[src/rtl/vga_pkg.sv]
// Shared framebuffer constants and the owner tag used by the arbiter's
// response pipeline.
package vga_pkg;

  localparam int FB_ADDR_WIDTH = 15;
  localparam int FB_DATA_WIDTH = 32;

  typedef enum logic [1:0] {
    OWN_NONE = 2'd0,
    OWN_VGA  = 2'd1,
    OWN_CPU  = 2'd2
  } fb_owner_t;

endpackage

[src/rtl/vga_fb_arbiter_if.sv]
// Framebuffer arbiter bus bundle: VGA fetch port, CPU MMIO port and RAM port.
// slave = arbiter side, master = requesters plus the RAM macro.
interface vga_fb_arbiter_if
  import vga_pkg::*;
#(
  parameter int ADDR_WIDTH = FB_ADDR_WIDTH,
  parameter int DATA_WIDTH = FB_DATA_WIDTH
);

  logic                    vga_req;
  logic [ADDR_WIDTH-1:0]   vga_addr;
  logic                    vga_urgent;
  logic                    vga_gnt;
  logic                    vga_rvalid;
  logic [DATA_WIDTH-1:0]   vga_rdata;

  logic                    cpu_req;
  logic                    cpu_we;
  logic [ADDR_WIDTH-1:0]   cpu_addr;
  logic [DATA_WIDTH-1:0]   cpu_wdata;
  logic [DATA_WIDTH/8-1:0] cpu_wstrb;
  logic                    cpu_ack;
  logic [DATA_WIDTH-1:0]   cpu_rdata;

  logic                    mem_en;
  logic [DATA_WIDTH/8-1:0] mem_we;
  logic [ADDR_WIDTH-1:0]   mem_addr;
  logic [DATA_WIDTH-1:0]   mem_wdata;
  logic [DATA_WIDTH-1:0]   mem_rdata;

  modport slave (
    input  vga_req, vga_addr, vga_urgent,
    output vga_gnt, vga_rvalid, vga_rdata,
    input  cpu_req, cpu_we, cpu_addr, cpu_wdata, cpu_wstrb,
    output cpu_ack, cpu_rdata,
    output mem_en, mem_we, mem_addr, mem_wdata,
    input  mem_rdata
  );

  modport master (
    output vga_req, vga_addr, vga_urgent,
    input  vga_gnt, vga_rvalid, vga_rdata,
    output cpu_req, cpu_we, cpu_addr, cpu_wdata, cpu_wstrb,
    input  cpu_ack, cpu_rdata,
    input  mem_en, mem_we, mem_addr, mem_wdata,
    output mem_rdata
  );

endinterface

[src/rtl/fb_wait_timer.sv]
// Saturating 8-bit CPU starvation counter. expired tells the arbiter the
// CPU has been refused long enough to be forced in.
module fb_wait_timer #(
  parameter int MAX_WAIT = 8
) (
  input  logic clk,
  input  logic rst,
  input  logic inc,
  input  logic clr,
  output logic expired
);

  logic [7:0] count;

  // Clear wins over increment; saturate at 255 so a long urgent stall never wraps.
  always_ff @(posedge clk) begin
    if (rst || clr)
      count <= 8'd0;
    else if (inc && (count != 8'hFF))
      count <= count + 8'd1;
  end

  assign expired = (count >= 8'(MAX_WAIT));

endmodule

[src/rtl/vga_fb_arbiter.sv]
// Single-port framebuffer arbiter: VGA scanout has priority, the CPU gets a
// forced slot after CPU_MAX_WAIT refusals unless the VGA FIFO is urgent.
// RAM read latency is one cycle; an owner register steers the returning data.
module vga_fb_arbiter
  import vga_pkg::*;
#(
  parameter int ADDR_WIDTH   = FB_ADDR_WIDTH,
  parameter int DATA_WIDTH   = FB_DATA_WIDTH,
  parameter int CPU_MAX_WAIT = 8
) (
  input logic             clk,
  input logic             rst,
  vga_fb_arbiter_if.slave bus
);

  fb_owner_t owner;
  logic      cpu_pending;
  logic      cpu_eligible;
  logic      wait_expired;
  logic      force_cpu;
  logic      cpu_gnt;
  logic      vga_gnt_w;
  logic      vga_rvalid_w;
  logic      cpu_ack_w;

  // Grant decision is combinational; nothing is granted while in reset.
  always_comb begin
    cpu_eligible = bus.cpu_req && !cpu_pending && !rst;
    force_cpu    = cpu_eligible && wait_expired && !bus.vga_urgent;
    cpu_gnt      = cpu_eligible && (force_cpu || !bus.vga_req);
    vga_gnt_w    = bus.vga_req && !cpu_gnt && !rst;
  end

  assign bus.vga_gnt = vga_gnt_w;

  fb_wait_timer #(
    .MAX_WAIT (CPU_MAX_WAIT)
  ) u_wait_timer (
    .clk     (clk),
    .rst     (rst),
    .inc     (cpu_eligible && !cpu_gnt),
    .clr     (cpu_gnt),
    .expired (wait_expired)
  );

  // RAM port mux; idle cycles drive zeros so a strobe can never leak through.
  always_comb begin
    bus.mem_en    = 1'b0;
    bus.mem_we    = '0;
    bus.mem_addr  = '0;
    bus.mem_wdata = '0;
    if (vga_gnt_w) begin
      bus.mem_en   = 1'b1;
      bus.mem_addr = bus.vga_addr;
    end else if (cpu_gnt) begin
      bus.mem_en    = 1'b1;
      bus.mem_addr  = bus.cpu_addr;
      bus.mem_wdata = bus.cpu_wdata;
      bus.mem_we    = bus.cpu_we ? bus.cpu_wstrb : '0;
    end
  end

  // Response side: owner of last cycle's access claims this cycle's RAM data.
  // Gating with rst drops any in-flight response when reset hits mid-transaction.
  assign vga_rvalid_w  = (owner == OWN_VGA) && !rst;
  assign cpu_ack_w     = (owner == OWN_CPU) && !rst;
  assign bus.vga_rvalid = vga_rvalid_w;
  assign bus.cpu_ack    = cpu_ack_w;
  assign bus.vga_rdata  = vga_rvalid_w ? bus.mem_rdata : '0;
  assign bus.cpu_rdata  = cpu_ack_w    ? bus.mem_rdata : '0;

  // Owner tag and CPU pending flag; pending blocks a re-grant in the ack cycle.
  always_ff @(posedge clk) begin
    if (rst) begin
      owner       <= OWN_NONE;
      cpu_pending <= 1'b0;
    end else begin
      if (cpu_gnt)        owner <= OWN_CPU;
      else if (vga_gnt_w) owner <= OWN_VGA;
      else                owner <= OWN_NONE;

      if (cpu_gnt)        cpu_pending <= 1'b1;
      else if (cpu_ack_w) cpu_pending <= 1'b0;
    end
  end

endmodule
[src/flat_wrapper.sv]
// flat-port wrapper written by rule: the top's interface ports become plain ports
module vga_fb_arbiter_flat import vga_pkg::*;
#(
  parameter int ADDR_WIDTH   = FB_ADDR_WIDTH,
  parameter int DATA_WIDTH   = FB_DATA_WIDTH,
  parameter int CPU_MAX_WAIT = 8
)
  (clk, rst, bus_vga_req, bus_vga_addr, bus_vga_urgent, bus_vga_gnt, bus_vga_rvalid, bus_vga_rdata, bus_cpu_req, bus_cpu_we, bus_cpu_addr, bus_cpu_wdata, bus_cpu_wstrb, bus_cpu_ack, bus_cpu_rdata, bus_mem_en, bus_mem_we, bus_mem_addr, bus_mem_wdata, bus_mem_rdata);
  vga_fb_arbiter_if #(.ADDR_WIDTH(ADDR_WIDTH), .DATA_WIDTH(DATA_WIDTH)) bus_i ();
  input logic clk;
  input logic rst;
  input wire logic [$bits(bus_i.vga_req)-1:0] bus_vga_req;
  input wire logic [$bits(bus_i.vga_addr)-1:0] bus_vga_addr;
  input wire logic [$bits(bus_i.vga_urgent)-1:0] bus_vga_urgent;
  output wire logic [$bits(bus_i.vga_gnt)-1:0] bus_vga_gnt;
  output wire logic [$bits(bus_i.vga_rvalid)-1:0] bus_vga_rvalid;
  output wire logic [$bits(bus_i.vga_rdata)-1:0] bus_vga_rdata;
  input wire logic [$bits(bus_i.cpu_req)-1:0] bus_cpu_req;
  input wire logic [$bits(bus_i.cpu_we)-1:0] bus_cpu_we;
  input wire logic [$bits(bus_i.cpu_addr)-1:0] bus_cpu_addr;
  input wire logic [$bits(bus_i.cpu_wdata)-1:0] bus_cpu_wdata;
  input wire logic [$bits(bus_i.cpu_wstrb)-1:0] bus_cpu_wstrb;
  output wire logic [$bits(bus_i.cpu_ack)-1:0] bus_cpu_ack;
  output wire logic [$bits(bus_i.cpu_rdata)-1:0] bus_cpu_rdata;
  output wire logic [$bits(bus_i.mem_en)-1:0] bus_mem_en;
  output wire logic [$bits(bus_i.mem_we)-1:0] bus_mem_we;
  output wire logic [$bits(bus_i.mem_addr)-1:0] bus_mem_addr;
  output wire logic [$bits(bus_i.mem_wdata)-1:0] bus_mem_wdata;
  input wire logic [$bits(bus_i.mem_rdata)-1:0] bus_mem_rdata;
  assign bus_i.vga_req = bus_vga_req;
  assign bus_i.vga_addr = bus_vga_addr;
  assign bus_i.vga_urgent = bus_vga_urgent;
  assign bus_vga_gnt = bus_i.vga_gnt;
  assign bus_vga_rvalid = bus_i.vga_rvalid;
  assign bus_vga_rdata = bus_i.vga_rdata;
  assign bus_i.cpu_req = bus_cpu_req;
  assign bus_i.cpu_we = bus_cpu_we;
  assign bus_i.cpu_addr = bus_cpu_addr;
  assign bus_i.cpu_wdata = bus_cpu_wdata;
  assign bus_i.cpu_wstrb = bus_cpu_wstrb;
  assign bus_cpu_ack = bus_i.cpu_ack;
  assign bus_cpu_rdata = bus_i.cpu_rdata;
  assign bus_mem_en = bus_i.mem_en;
  assign bus_mem_we = bus_i.mem_we;
  assign bus_mem_addr = bus_i.mem_addr;
  assign bus_mem_wdata = bus_i.mem_wdata;
  assign bus_i.mem_rdata = bus_mem_rdata;
  vga_fb_arbiter #(.ADDR_WIDTH(ADDR_WIDTH), .DATA_WIDTH(DATA_WIDTH), .CPU_MAX_WAIT(CPU_MAX_WAIT)) u_core (.clk(clk), .rst(rst), .bus(bus_i));
endmodule
[config.mk]
export PLATFORM = sky130hd
export DESIGN_NAME = vga_fb_arbiter_flat
export DESIGN_NICKNAME = d
export VERILOG_FILES = /design/src/rtl/vga_pkg.sv /design/src/rtl/vga_fb_arbiter_if.sv /design/src/rtl/fb_wait_timer.sv /design/src/rtl/vga_fb_arbiter.sv /design/src/flat_wrapper.sv
export SDC_FILE = /design/constraint.sdc
export NUM_CORES = 1
export LEC_CHECK = 0
export CORE_AREA = 2 2 86 88
export CTS_BUF_LIST = sky130_fd_sc_hd__clkbuf_8 sky130_fd_sc_hd__clkbuf_16
export DETAILED_ROUTE_END_ITERATION = 10
export DIE_AREA = 0 0 88 90
export HOLD_SLACK_MARGIN = 0.03
export MAX_ROUTING_LAYER = met4
export PLACE_DENSITY_LB_ADDON = 0.1
export SYNTH_ARGS = -nofsm -noshare
export SYNTH_HDL_FRONTEND = slang
export SYNTH_HIERARCHICAL = 1
export SYNTH_SLANG_ARGS = --single-unit
[constraint.sdc]
create_clock -name clk -period 2.4 [get_ports clk]
set_input_delay 0.48 -clock clk [delete_from_list [all_inputs] [get_ports clk]]
set_output_delay 0.48 -clock clk [all_outputs]
set_load 0.02 [all_outputs]
==> impl_metrics.env, run 1 <==
export IMPL_h_tree_depth=1
export IMPL_cts_root_buf="clkbuf_8"
export IMPL_cts_hold_buf=0
export IMPL_fp_dieH_um=90
export IMPL_grt_pass1_wl_mm=11.6
export IMPL_core_rowCount=31
export IMPL_tns_ns=0
export IMPL_drtPass1Iterations=4
export IMPL_fill_cells=699
export IMPL_dieArea_um2=7920
export IMPL_initial_core_util_pct=20.9
export IMPL_synthDistinctLibCells=35
export IMPL_synthesis_nets=305
export IMPL_fp_coreArea_um2=7020
export IMPL_grt_max_degree=34
export IMPL_routabilityCongestion=0.786
export IMPL_crit_start="rst"
export IMPL_leakagePower_nw=1.96
export IMPL_crit_type="input pin to output port"
export IMPL_clock_latency_ns=0.24
export IMPL_wl_mm=7.79
export IMPL_fmax_mhz=425
export IMPL_worstPathRequired_ns=1.92
export IMPL_status="complete, no violations"
export IMPL_antenna_found_initial=1
export IMPL_slew_violations=0
export IMPL_grt_overflow_total=0
export IMPL_ant_nets=0
export IMPL_cts_sinks=11
export IMPL_clk_pin_slew_ns=0.05
export IMPL_layout_drive_gt1_share_pct=28.7
export IMPL_power_density_nw_per_um2=219
export IMPL_synthCells=199
export IMPL_grt_use_total_pct=19.4
export IMPL_drt_iter0_markers=57
export IMPL_routed_via_density=4.23
export IMPL_tightest_slew_ns=0.348
export IMPL_cp_start_kind="input pin"
export IMPL_end_kind="output port"
export IMPL_place_detailed_hpwl_mm=6.29
export IMPL_relSlewSlack_pct=76.8
export IMPL_peakVddDrop_uv=116
export IMPL_setup_viol=0
export IMPL_finalPower_mw=0.843
export IMPL_die_w_um=88
export IMPL_wl_per_cell_um=14.4
export IMPL_via_count=2292
export IMPL_multi_input_area_um2=1190
export IMPL_finalHoldViolCount=0
export IMPL_fin_skew_ns=0.00436
export IMPL_seq_area_um2=220
export IMPL_maxCapViolCount=0
export IMPL_synth_seq_cells=11
export IMPL_arrival_ns=1.87
export IMPL_timing_rr_start="u_core/u_wait_timer/count[7]"
export IMPL_seq_area_frac_synth_pct=15.0
export IMPL_hold_start="u_core/u_wait_timer/count[0]"
export IMPL_path_cells="dlygate4sd2_1, buf_4, nor3b_4, bufbuf_16, and2_1, clkdlybuf4s15_2"
export IMPL_slowest_stage="bufbuf_16"
export IMPL_clockBufferDepth=2
export IMPL_cts_made_buffers=3
export IMPL_period_share_pct=98.0
export IMPL_final_nets=549
export IMPL_cts_tree="built"
export IMPL_drc=0
export IMPL_io_pins=223
export IMPL_syn2layout_area_growth_pct=162
export IMPL_critical_path_max_stage_delay_ns=0.31
export IMPL_hp_class="register to register"
export IMPL_rsz0062_at_grt="true"
export IMPL_synth_area_um2=1470
export IMPL_critical_path_peak_fanout=14
export IMPL_avgSynthCellArea_um2=7.37
export IMPL_grt_pass1_vias=2221
export IMPL_synth_warnings=6
export IMPL_numPortBuffers=222
export IMPL_fin_crit_ns=2.35
power breakdown:
part | switching (mW) | total (mW) | leakage [nW] | internal [mW]
Clock | 0.0743 | 0.187 | 0.0269 | 0.113
Sequential | 0.00301 | 0.190 | 0.0893 | 0.187
Combinational | 0.182 | 0.466 | 1.84 | 0.283
final timing paths:
| check | to | slack [ns] | cells after the start |
|---|---|---|---|
| max | bus_vga_rdata[19] | 0.05 | 6 |
| min | u_core/u_wait_timer/count[0] | 0.50 | 2 |
| max reg2reg | u_core/u_wait_timer/count[6] | 0.32 | 10 |
| min reg2reg | u_core/u_wait_timer/count[0] | 0.50 | 2 |
cells in the mapped netlist:
master | n | area share [%]
and2_1 | 96 | 41
a22o_1 | 15 | 9.0
dfxtp_1 | 11 | 15
nand2_1 | 10 | 2.6
clkbuf_1 | 7 | 1.8
and3_1 | 6 | 2.6
buf_2 | 5 | 1.7
mux2i_1 | 5 | 3.4
a21oi_1 | 4 | 1.4
inv_1 | 4 | 1.0
a211oi_1 | 2 | 1.0
buf_6 | 2 | 1.5
ha_1 | 2 | 1.7
nand2b_1 | 2 | 0.85
nand2b_4 | 2 | 1.9
nand4_1 | 2 | 0.85
nor2_1 | 2 | 0.51
nor3_1 | 2 | 0.68
nor3b_1 | 2 | 1.0
o21ba_2 | 2 | 1.4
or3_1 | 2 | 0.85
a211oi_4 | 1 | 1.4
a21boi_2 | 1 | 0.77
a31o_2 | 1 | 0.60
and4_2 | 1 | 0.68
nand3_1 | 1 | 0.34
nand3_2 | 1 | 0.68
nand4b_1 | 1 | 0.60
nor2_2 | 1 | 0.43
nor4_1 | 1 | 0.43
o211a_1 | 1 | 0.68
o21ai_0 | 1 | 0.34
or2_2 | 1 | 0.43
or3_2 | 1 | 0.51
or4_1 | 1 | 0.51
layer usage:
| metal | GRT usage [%] | vias to the layer above | part of all wire (%) |
|---|---|---|---|
| met5 | - | - | 0 |
| met4 | 5.77 | 0 | 2.1 |
| met3 | 2.94 | 12 | 7.0 |
| met2 | 36.9 | 115 | 56 |
| met1 | 19.8 | 1006 | 35 |
| li1 | - | 1159 | - |
state kept, by name, indices dropped and copies added (netlist names):
name and flops:
u_core/u_wait_timer/count 8, u_core/cpu_pending 1, u_core/owner 2
repair_timing:
| action | CTS | global route |
|---|---|---|
| cloned | 4 | 0 |
| pin swaps | 4 | 0 |
| gates resized for setup | 341 | 33 |
| buffers inserted | 6 | 0 |
| setup endpoints to repair | 119 | 28 |
cell families (layout without fill, tap and decap cells):
family,Yosys count,in the layout,share of synthesized area [%]
other,0,1,0
buffers and inverters,18,260,6.06
DFF,11,11,15.0
adders and majority gates,2,2,1.71
muxes,5,5,3.41
and+or+nand+nor,135,135,57.3
AOI/OAI and AO/OA,28,29,16.5
layout make-up:
class | count | share of cell area, %
Antenna cell | 1 | 0.0650
Inverter | 4 | 0.390
Clock inverter | 1 | 0.0975
Sequential cell | 11 | 5.72
Clock buffer | 3 | 1.07
Tap cell | 99 | 3.22
Multi-Input combinational cell | 171 | 30.9
Timing Repair Buffer | 252 | 58.5
placed cells by master, fill, tap and decap left out, drive strengths merged, types with 4 or more instances in the layout:
| cell | n |
|---|---|
| mux2i | 5 |
| clkdlybuf4s15 | 7 |
| dlygate4sd2 | 43 |
| clkdlybuf4s50 | 99 |
| nand2b | 4 |
| inv | 5 |
| buf | 76 |
| and2 | 96 |
| a22o | 15 |
| a21oi | 4 |
| dfxtp | 11 |
| clkbuf | 29 |
| nand2 | 10 |
| and3 | 6 |
worst max-delay path, delay by kind of cell:
family / cells / cell delay [ns]
and+or+nand+nor: 2 / 0.35
buffers and inverters: 4 / 1.03
through the flow:
stage	cells	util, %	hold WS [ns]	instance area [µm²]	setup WS, ns
after detailed placement	528	56.4	0.490	3960	-0.501
final	542	54.8	0.500	3850	0.0473
after CTS	541	56.6	0.501	3980	0.000682
after global placement	528	56.4	0.481	3960	-0.479
after floorplan	199	-	0.461	1470	0.457
after global routing	542	54.8	0.529	3850	-0.0367
(Power assumes the default switching activity.)
==> inputs of run 2 (changes only) <==
--- a/config.mk
+++ b/config.mk
@@ -7,6 +7,7 @@
 export LEC_CHECK = 0
 export CORE_AREA = 2 2 86 88
 export CTS_BUF_LIST = sky130_fd_sc_hd__clkbuf_8 sky130_fd_sc_hd__clkbuf_16
+export CTS_CLUSTER_DIAMETER = 50
 export DETAILED_ROUTE_END_ITERATION = 10
 export DIE_AREA = 0 0 88 90
 export HOLD_SLACK_MARGIN = 0.03
==> results of run 2 <==
Final layout, timing and power as in run 1 (identical DEF).
==> inputs of run 3 (changes only) <==
--- a/config.mk
+++ b/config.mk
@@ -5,8 +5,8 @@
 export SDC_FILE = /design/constraint.sdc
 export NUM_CORES = 1
 export LEC_CHECK = 0
+export CAP_MARGIN = 25
 export CORE_AREA = 2 2 86 88
-export CTS_BUF_LIST = sky130_fd_sc_hd__clkbuf_8 sky130_fd_sc_hd__clkbuf_16
 export CTS_CLUSTER_DIAMETER = 50
 export DETAILED_ROUTE_END_ITERATION = 10
 export DIE_AREA = 0 0 88 90
==> run 3 against run 2 <==
Non-clock buffer count unchanged. First-iteration DRC count is 1.8% lower. Clock power hardly changed. Final cell count unchanged. Register-to-register slack about the same. Fmax about the same. Sequential power about the same. Clock skew is 0.0035 ns lower. Design area stayed put. Worst setup slack about the same. Via count increased by 0.13%.
==> impl_metrics.env, run 3 (synthesis results as in run 1) <==
export IMPL_status="complete, no violations"
export IMPL_routabilityCongestion=0.786
export IMPL_wl_met1_mm=2.73
export IMPL_crit_type="input pin to output port"
export IMPL_tightest_slew_ns=0.348
export IMPL_final_common_cell="clkdlybuf4s50_1"
export IMPL_place_detailed_hpwl_mm=6.29
export IMPL_numPortBuffers=222
export IMPL_cts_made_buffers=3
export IMPL_ant_nets=0
export IMPL_peakVddDrop_uv=112
export IMPL_wl_mm=7.78
export IMPL_cp_start_kind="input pin"
export IMPL_regMostFlops="u_core/u_wait_timer/count"
export IMPL_leakagePower_nw=1.95
export IMPL_reg2regPathDepth=10
export IMPL_worstPathRequired_ns=1.92
export IMPL_wl_per_cell_um=14.3
export IMPL_grt_max_degree=34
export IMPL_fin_crit_ns=2.35
export IMPL_timing_rr_start="u_core/u_wait_timer/count[7]"
export IMPL_end_kind="output port"
export IMPL_wl_met3_um=548
export IMPL_finalHoldViolCount=0
export IMPL_maxCapViolCount=0
export IMPL_syn2layout_area_growth_pct=162
export IMPL_h_tree_depth=1
export IMPL_fp_coreArea_um2=7020
export IMPL_grt_use_total_pct=19.4
export IMPL_clockBufferDepth=2
export IMPL_power_density_nw_per_um2=219
export IMPL_largest_reg_flops=8
export IMPL_dieArea_um2=7920
export IMPL_die_w_um=88
export IMPL_drc=0
export IMPL_r2r_end="u_core/u_wait_timer/count[6]"
export IMPL_fp_dieH_um=90
export IMPL_cts_sinks=11
export IMPL_slew_violations=0
export IMPL_place_area_um2=3960
export IMPL_rsz0062_at_grt="true"
export IMPL_relSlewSlack_pct=76.7
export IMPL_hp_class="register to register"
export IMPL_cts_hold_buf=0
export IMPL_reg_top3="u_core/u_wait_timer/count: 8 flops, u_core/owner: 2 flops, u_core/cpu_pending: 1 flops"
export IMPL_hold_start="u_core/u_wait_timer/count[0]"
export IMPL_clock_latency_ns=0.24
export IMPL_critical_path_peak_fanout=14
export IMPL_fin_skew_ns=0.000849
export IMPL_via_count=2295
export IMPL_core_rowCount=31
export IMPL_cts_tree="built"
export IMPL_period_share_pct=98.0
export IMPL_initial_core_util_pct=20.9
export IMPL_final_nets=549
export IMPL_arrival_ns=1.87
export IMPL_wl_met2_mm=4.34
export IMPL_rrSetupSlack_ns=0.32
export IMPL_antenna_found_initial=1
export IMPL_drtPass1Iterations=4
export IMPL_io_pins=223
export IMPL_drt_iter0_markers=56
export IMPL_setup_viol=0
export IMPL_hold_depth=2
export IMPL_grt_pass1_vias=2221
export IMPL_mostFrequentLayoutCells="clkdlybuf4s50_1, and2_1, dlygate4sd2_1"
export IMPL_min_to="u_core/u_wait_timer/count[0]"
export IMPL_finalPower_mw=0.844
export IMPL_clk_pin_slew_ns=0.05
export IMPL_grt_overflow_total=0
export IMPL_final_area_um2=3850
export IMPL_grt_pass1_wl_mm=11.6
export IMPL_fmax_mhz=425
export IMPL_maxUsedRoutingLayer="met4"
export IMPL_cts_root_buf="clkbuf_8"
export IMPL_routed_via_density=4.23
export IMPL_layout_drive_gt1_share_pct=28.7
run 3: changes by cell type in the layout (fill, tap and decap cells not counted):
| cell | before | now |
|---|---|---|
| inv_1 | 5 | 4 |
| clkbuf_1 | 0 | 1 |
run 3: where the power goes:
group	switching, mW	internal, mW
clock	0.0712	0.117
combinational	0.182	0.283
sequential	0.00301	0.187
total	0.256	0.587
run 3: critical path, stage by stage:
cell,delay (ns)
dlygate4sd2_1,0.29
buf_4,0.17
nor3b_4,0.23
bufbuf_16,0.31
and2_1,0.12
clkdlybuf4s15_2,0.26
run 3: how the worst max path moves through the flow:
stage,startpoint,endpoint,slack [ns],cells after the start
2_1_floorplan,u_core/u_wait_timer/count[7],bus_mem_addr[10],0.46,6
6_report,rst,bus_vga_rdata[19],0.05,6
3_3_place_gp,bus_cpu_req,bus_mem_addr[5],-0.48,6
4_1_cts,rst,bus_vga_rdata[12],0.0007,7
3_5_place_dp,rst,bus_vga_rdata[15],-0.50,6
5_1_grt,rst,bus_vga_rdata[19],-0.04,6
run 3: timing repair:
action,CTS,global route
gates resized for setup,341,33
endpoints found under the setup margin,119,28
buffers inserted,6,0
gates cloned,4,0
pin swaps,4,0
run 3: per-layer routing:
layer  track usage (%)  vias to the layer above
met4              5.77                        0
met1              19.8                     1007
li1                  -                     1159
met3              2.94                       12
met5                 -                        -
met2              36.9                      117
run 3: layout make-up:
cell class	instances	area, µm²
fill	699	3170
timing repair buffer	252	2250
multi-input combinational	171	1190
sequential	11	220
tap	99	124
clock buffer	4	45.0
inverter	4	15.0
antenna	1	2.50
run 3: through the flow:
step	std cells	worst slack, ns	TNS [ns]	utilization (%)	hold slack [ns]
floorplan	199	0.457	0	-	0.461
global placement	528	-0.479	-50.15	56.4	0.481
detailed placement	528	-0.501	-51.85	56.4	0.490
CTS	541	0.000682	0	56.6	0.501
global route	542	-0.0367	-0.0367	54.8	0.529
finish	542	0.0473	0	54.8	0.500
